$ cat config.mk
export PLATFORM = sky130hd
export DESIGN_NAME = maxpool_unit
export DESIGN_NICKNAME = d
export VERILOG_FILES = /design/src/rtl/maxpool_unit.sv
export SDC_FILE = /design/constraint.sdc
export NUM_CORES = 1
export LEC_CHECK = 0
export CORE_ASPECT_RATIO = 0.5
export CORE_MARGIN = 10
export CORE_UTILIZATION = 50
export CTS_CLUSTER_SIZE = 40
export DETAILED_ROUTE_END_ITERATION = 6
export PLACE_DENSITY = 0.75
export SETUP_SLACK_MARGIN = 0.3
export SKIP_CTS_REPAIR_TIMING = 1
export SLEW_MARGIN = 20
export SYNTH_ARGS = -nofsm -noshare
export SYNTH_HDL_FRONTEND = slang
export SYNTH_SLANG_ARGS = --single-unit
$ cat constraint.sdc
create_clock -name clk -period 3.41 [get_ports clk]
set_clock_uncertainty 0.15 [all_clocks]
set_input_delay 0.341 -clock clk [delete_from_list [all_inputs] [get_ports clk]]
set_output_delay 0.341 -clock clk [all_outputs]
set_load 0.05 [all_outputs]
$ cat src/rtl/maxpool_unit.sv
// 2x2 stride-2 signed max pooling over a feature map held in a synchronous-read RAM.
// Each output window takes five cycles: four reads, then one write of the window maximum.
module maxpool_unit #(
  parameter int DATA_W    = 32,
  parameter int FMAP_W    = 6,
  parameter int FMAP_H    = 6,
  parameter int RD_ADDR_W = 6,
  parameter int WR_ADDR_W = 4
) (
  input  logic                 clk,
  input  logic                 rst,
  input  logic                 start,
  output logic                 busy,
  output logic                 done,
  output logic                 rd_en,
  output logic [RD_ADDR_W-1:0] rd_addr,
  input  logic [DATA_W-1:0]    rd_data,
  output logic                 wr_en,
  output logic [WR_ADDR_W-1:0] wr_addr,
  output logic [DATA_W-1:0]    wr_data,
  output logic [2:0]           dbg_state_o
);

  localparam int OUT_W = FMAP_W / 2;
  localparam int OUT_H = FMAP_H / 2;
  localparam int PC_W  = (OUT_W > 1) ? $clog2(OUT_W) : 1;
  localparam int PR_W  = (OUT_H > 1) ? $clog2(OUT_H) : 1;
  localparam logic [PC_W-1:0] PC_LAST = PC_W'(OUT_W - 1);
  localparam logic [PR_W-1:0] PR_LAST = PR_W'(OUT_H - 1);

  typedef enum logic [2:0] {
    S_IDLE = 3'd0,
    S_RD0  = 3'd1,
    S_RD1  = 3'd2,
    S_RD2  = 3'd3,
    S_RD3  = 3'd4,
    S_WR   = 3'd5,
    S_DONE = 3'd6
  } state_t;

  state_t                 state_q;
  logic [PR_W-1:0]        pr_q;
  logic [PC_W-1:0]        pc_q;
  logic [DATA_W-1:0]      acc_q;
  logic                   busy_q;
  logic                   done_q;
  logic                   rd_en_q;
  logic [RD_ADDR_W-1:0]   rd_addr_q;
  logic                   wr_en_q;
  logic [WR_ADDR_W-1:0]   wr_addr_q;
  logic [DATA_W-1:0]      wr_data_q;
  logic [DATA_W-1:0]      max_d;
  logic [PC_W-1:0]        pc_inc_d;
  logic [PR_W-1:0]        pr_inc_d;

  function automatic logic [RD_ADDR_W-1:0] rd_addr_of(input logic [PR_W-1:0] pr,
                                                      input logic [PC_W-1:0] pc,
                                                      input int dr, input int dc);
    rd_addr_of = RD_ADDR_W'((2 * int'(pr) + dr) * FMAP_W + 2 * int'(pc) + dc);
  endfunction

  // The fourth sample arrives during WR, so the final maximum is formed combinationally there.
  assign max_d    = ($signed(rd_data) > $signed(acc_q)) ? rd_data : acc_q;
  assign pc_inc_d = pc_q + PC_W'(1);
  assign pr_inc_d = pr_q + PR_W'(1);

  always_ff @(posedge clk) begin
    if (rst) begin
      state_q   <= S_IDLE;
      pr_q      <= '0;
      pc_q      <= '0;
      acc_q     <= '0;
      busy_q    <= 1'b0;
      done_q    <= 1'b0;
      rd_en_q   <= 1'b0;
      rd_addr_q <= '0;
      wr_en_q   <= 1'b0;
      wr_addr_q <= '0;
      wr_data_q <= '0;
    end else begin
      case (state_q)
        S_IDLE, S_DONE: begin
          if (start) begin
            done_q    <= 1'b0;
            busy_q    <= 1'b1;
            pr_q      <= '0;
            pc_q      <= '0;
            rd_en_q   <= 1'b1;
            rd_addr_q <= '0;
            state_q   <= S_RD0;
          end
        end
        S_RD0: begin
          rd_addr_q <= rd_addr_of(pr_q, pc_q, 0, 1);
          state_q   <= S_RD1;
        end
        S_RD1: begin
          acc_q     <= rd_data;
          rd_addr_q <= rd_addr_of(pr_q, pc_q, 1, 0);
          state_q   <= S_RD2;
        end
        S_RD2: begin
          acc_q     <= max_d;
          rd_addr_q <= rd_addr_of(pr_q, pc_q, 1, 1);
          state_q   <= S_RD3;
        end
        S_RD3: begin
          acc_q     <= max_d;
          rd_en_q   <= 1'b0;
          wr_en_q   <= 1'b1;
          wr_addr_q <= WR_ADDR_W'(int'(pr_q) * OUT_W + int'(pc_q));
          state_q   <= S_WR;
        end
        S_WR: begin
          wr_en_q   <= 1'b0;
          wr_data_q <= max_d;
          if (pc_q < PC_LAST) begin
            pc_q      <= pc_inc_d;
            rd_en_q   <= 1'b1;
            rd_addr_q <= rd_addr_of(pr_q, pc_inc_d, 0, 0);
            state_q   <= S_RD0;
          end else if (pr_q < PR_LAST) begin
            pc_q      <= '0;
            pr_q      <= pr_inc_d;
            rd_en_q   <= 1'b1;
            rd_addr_q <= rd_addr_of(pr_inc_d, '0, 0, 0);
            state_q   <= S_RD0;
          end else begin
            busy_q  <= 1'b0;
            done_q  <= 1'b1;
            state_q <= S_DONE;
          end
        end
        default: state_q <= S_IDLE;
      endcase
    end
  end

  assign busy        = busy_q;
  assign done        = done_q;
  assign rd_en       = rd_en_q;
  assign rd_addr     = rd_addr_q;
  assign wr_en       = wr_en_q;
  assign wr_addr     = wr_addr_q;
  assign wr_data     = wr_en_q ? max_d : wr_data_q;
  assign dbg_state_o = state_q;

endmodule

==> flow_metrics.env <==
export IMPL_synth_common_cells="nor2_1, dfxtp_1, inv_1, a21oi_1, a211oi_1"
export IMPL_fin_area_um2=8360
export IMPL_regToRegSetupSlack_ns=0.22
export IMPL_synth_nets=719
export IMPL_yosys_area_top_type="dfxtp_1"
export IMPL_max_slew_margin_pct=51.2
export IMPL_firstDrtPassIters=5
export IMPL_worstPathArrival_ns=3.34
export IMPL_grt_pass1_wl_um=24500
export IMPL_rr_startpoint="acc_q[19]"
export IMPL_place_congestion=0.831
export IMPL_grt_ovfl_total=0
export IMPL_combPwrFrac_pct=40.5
export IMPL_cts_made_buffers=9
export IMPL_clock_latency_ns=0.35
export IMPL_hold_slack_ns=0.180
export IMPL_internal_power_w=0.00263
export IMPL_drt_first_iter_violations=348
export IMPL_synth_top_cell_area_share_pct=32.7
export IMPL_tritoncts="built"
export IMPL_hold_path_class="input pin to flop"
export IMPL_cp_common_cell="buf_12"
export IMPL_io_pin_count=84
export IMPL_fp_dieH_um=92.2
export IMPL_slowest_stage="or3b_4"
export IMPL_fmax_mhz=261
export IMPL_violations="negative setup slack"
export IMPL_final_setup_worst_slack_ns=-0.423
export IMPL_irDropWorstVdd_mv=0.295
export IMPL_finalHoldViolCount=0
export IMPL_pwr_share_seq_pct=29.2
export IMPL_grt_max_degree=68
export IMPL_initial_core_util_pct=51.2
export IMPL_period_needed_ns=3.83
export IMPL_power_leakage_nw=3.47
export IMPL_ys_types=43
export IMPL_htree_num_levels=3
export IMPL_cp_required_ns=2.92
export IMPL_fin_util_pct=82.1
export IMPL_switching_share_pct=33.4
export IMPL_status="complete, but fails checks"
export IMPL_die_x_um=164
export IMPL_critPathKind="flop to output pin"
export IMPL_post_drt_wl_per_cell_um=17.8
export IMPL_path_cells="inv_1 > ha_1 > a21oi_1 > o21ai_1 > a211oi_1 > nand3_1 > or3b_4 > a21oi_4 > buf_12 > buf_12 > mux2i_1 > buf_4 > a21oi_4 > buf_12"
export IMPL_rsz0062_at_grt="yes"
export IMPL_place_area_um2=7530
export IMPL_crit_fanout=7
export IMPL_end_kind="output pin"
export IMPL_syn_instance_count=635
export IMPL_core_area_um2=10200
export IMPL_fin_nets=875
export IMPL_maxCapViolCount=0
export IMPL_drive_gt1_share_pct=34.2
export IMPL_die_area_um2=15200
export IMPL_synthTopCellsByArea="dfxtp_1, ha_1, a211oi_1"
export IMPL_ys_async_sr_fraction_pct=0
export IMPL_seq_area_frac_synth_pct=32.7
export IMPL_clockBufferDepth=2
export IMPL_clock_sinks=85
export IMPL_grt_pass1_vias=5096
export IMPL_powerDensity_nw_per_um2=471
export IMPL_vias=5226
export IMPL_setup_viol=32
export IMPL_via_per_inst=5.58
export IMPL_syn_avg_cell_area_um2=8.21
export IMPL_power_share_clock_pct=30.4
export IMPL_ant_nets=0
export IMPL_startpoint_type="flop"
export IMPL_drc_errors=0
export IMPL_fin_crit_sh_pct=112
export IMPL_critical_path_max_stage_delay_ns=0.46
export IMPL_synth_area_um2=5210
export IMPL_synth_flop_cell="dfxtp_1"
export IMPL_yosys_register_bits=85
export IMPL_port_buffers=83
export IMPL_rows=26
export IMPL_synth_edf_count=0
export IMPL_clk_transition_reported_paths_ns=0.07
export IMPL_cts_root_buffer="clkbuf_16"
export IMPL_synth_warnings=0
export IMPL_syn_to_final_growth_pct=60.5
export IMPL_filler_cell_count=561
export IMPL_slew_violations=0
export IMPL_wl_um=16700
export IMPL_tightestPinTransition_ns=0.732
export IMPL_synth_most_common_cell="nor2_1"
export IMPL_hpwl_um=10500
export IMPL_cp_startpoint="acc_q[19]"
export IMPL_antenna_found_initial=1
export IMPL_p_switching_w=0.00131
export IMPL_hold_start="rd_data[24]"
export IMPL_finalSetupTns_ns=-11.01
export IMPL_grt_util_all_layers_pct=19.3
## registers in the layout (all words and copies together) (netlist names)
signal	count
wr_addr	4
rd_en	1
wr_data_q	32
busy	1
pc_q	2
dbg_state_o	3
pr_q	2
done	1
acc_q	32
wr_en	1
rd_addr	6
## cells in the final DEF (no fill, tap or decap), types with 3 or more instances in the layout
cell type	n
o211ai_1	4
a21o_1	3
inv_2	3
fa_1	3
a21oi_4	33
o21ai_1	3
inv_1	72
clkbuf_16	12
nand2_1	24
bufinv_16	3
mux2i_1	29
buf_6	5
nand3_1	6
a21oi_1	30
ha_1	27
dfxtp_1	64
mux2i_2	5
a31oi_1	5
ha_4	18
nor2_1	90
o21ai_0	6
nor3_1	35
xnor2_1	3
buf_4	91
clkdlybuf4s50_1	22
nand4_1	7
dlymetal6s2s_1	28
buf_12	36
a211oi_1	45
dfxtp_2	20
a32oi_1	3
a211oi_2	26
## worst max-delay path: cells and delay by family (launching register included)
kind	cells	cell delay [ns]
DFF	1	0.35
adders and majority gates	1	0.30
AOI/OAI and AO/OA	5	0.81
buffers and inverters	5	0.67
and+or+nand+nor	2	0.63
muxes	1	0.23
## cell type report
cell class                 instances  area [µm²]  share of cell area (%)
timing repair buffer             185        2090                    24.9
tap                              140         175                    2.09
multi-input combinational        435        3720                    44.5
clock buffer                      10         250                    2.99
antenna                            1        2.50                  0.0299
sequential                        85        1730                    20.7
inverter                          75         282                    3.37
clock inverter                     6         116                    1.39
## stage by stage
stage               power, W  std cells  setup WS [ns]
floorplan            0.00198        635          0.212
global placement     0.00246        902         -0.456
detailed placement   0.00250        902         -0.502
CTS                  0.00370        918         -0.513
global route         0.00411        937         -0.538
finish               0.00394        937         -0.423
## metal layers
layer	GRT usage (%)	wire (µm)	share of wire, %	up-vias
met2	33.0	8190	49	158
met1	23.9	7110	43	2510
met3	5.13	1090	6.5	28
met5	0	0	0	-
li1	-	-	-	2530
met4	4.40	273	1.6	0
## power groups by stage
| stage | Sequential, W | Combinational [W] | Clock [W] |
|---|---|---|---|
| 2_1_floorplan | 0.00117 | 0.000811 | 0 |
| 3_3_place_gp | 0.00116 | 0.00130 | 0 |
| 3_5_place_dp | 0.00116 | 0.00134 | 0 |
| 4_1_cts | 0.00114 | 0.00135 | 0.00121 |
| 5_1_grt | 0.00116 | 0.00169 | 0.00126 |
| 6_report | 0.00115 | 0.00159 | 0.00120 |
## path summary, 6_finish.rpt
kind,endpoint,cells past startpoint
min,acc_q[24],3
max,wr_data[1],14
max reg2reg,wr_data_q[0],14
min reg2reg,done,2
## cell families after synthesis
family | Yosys count | share of synthesized area [%]
muxes | 35 | 6.72
buffers and inverters | 115 | 9.32
and+or+nand+nor | 178 | 15.2
xor gates and xnor gates | 5 | 0.840
DFF | 85 | 32.7
adders and majority gates | 49 | 12.2
AOI/OAI and AO/OA | 168 | 23.1
(Power assumes the default switching activity.)
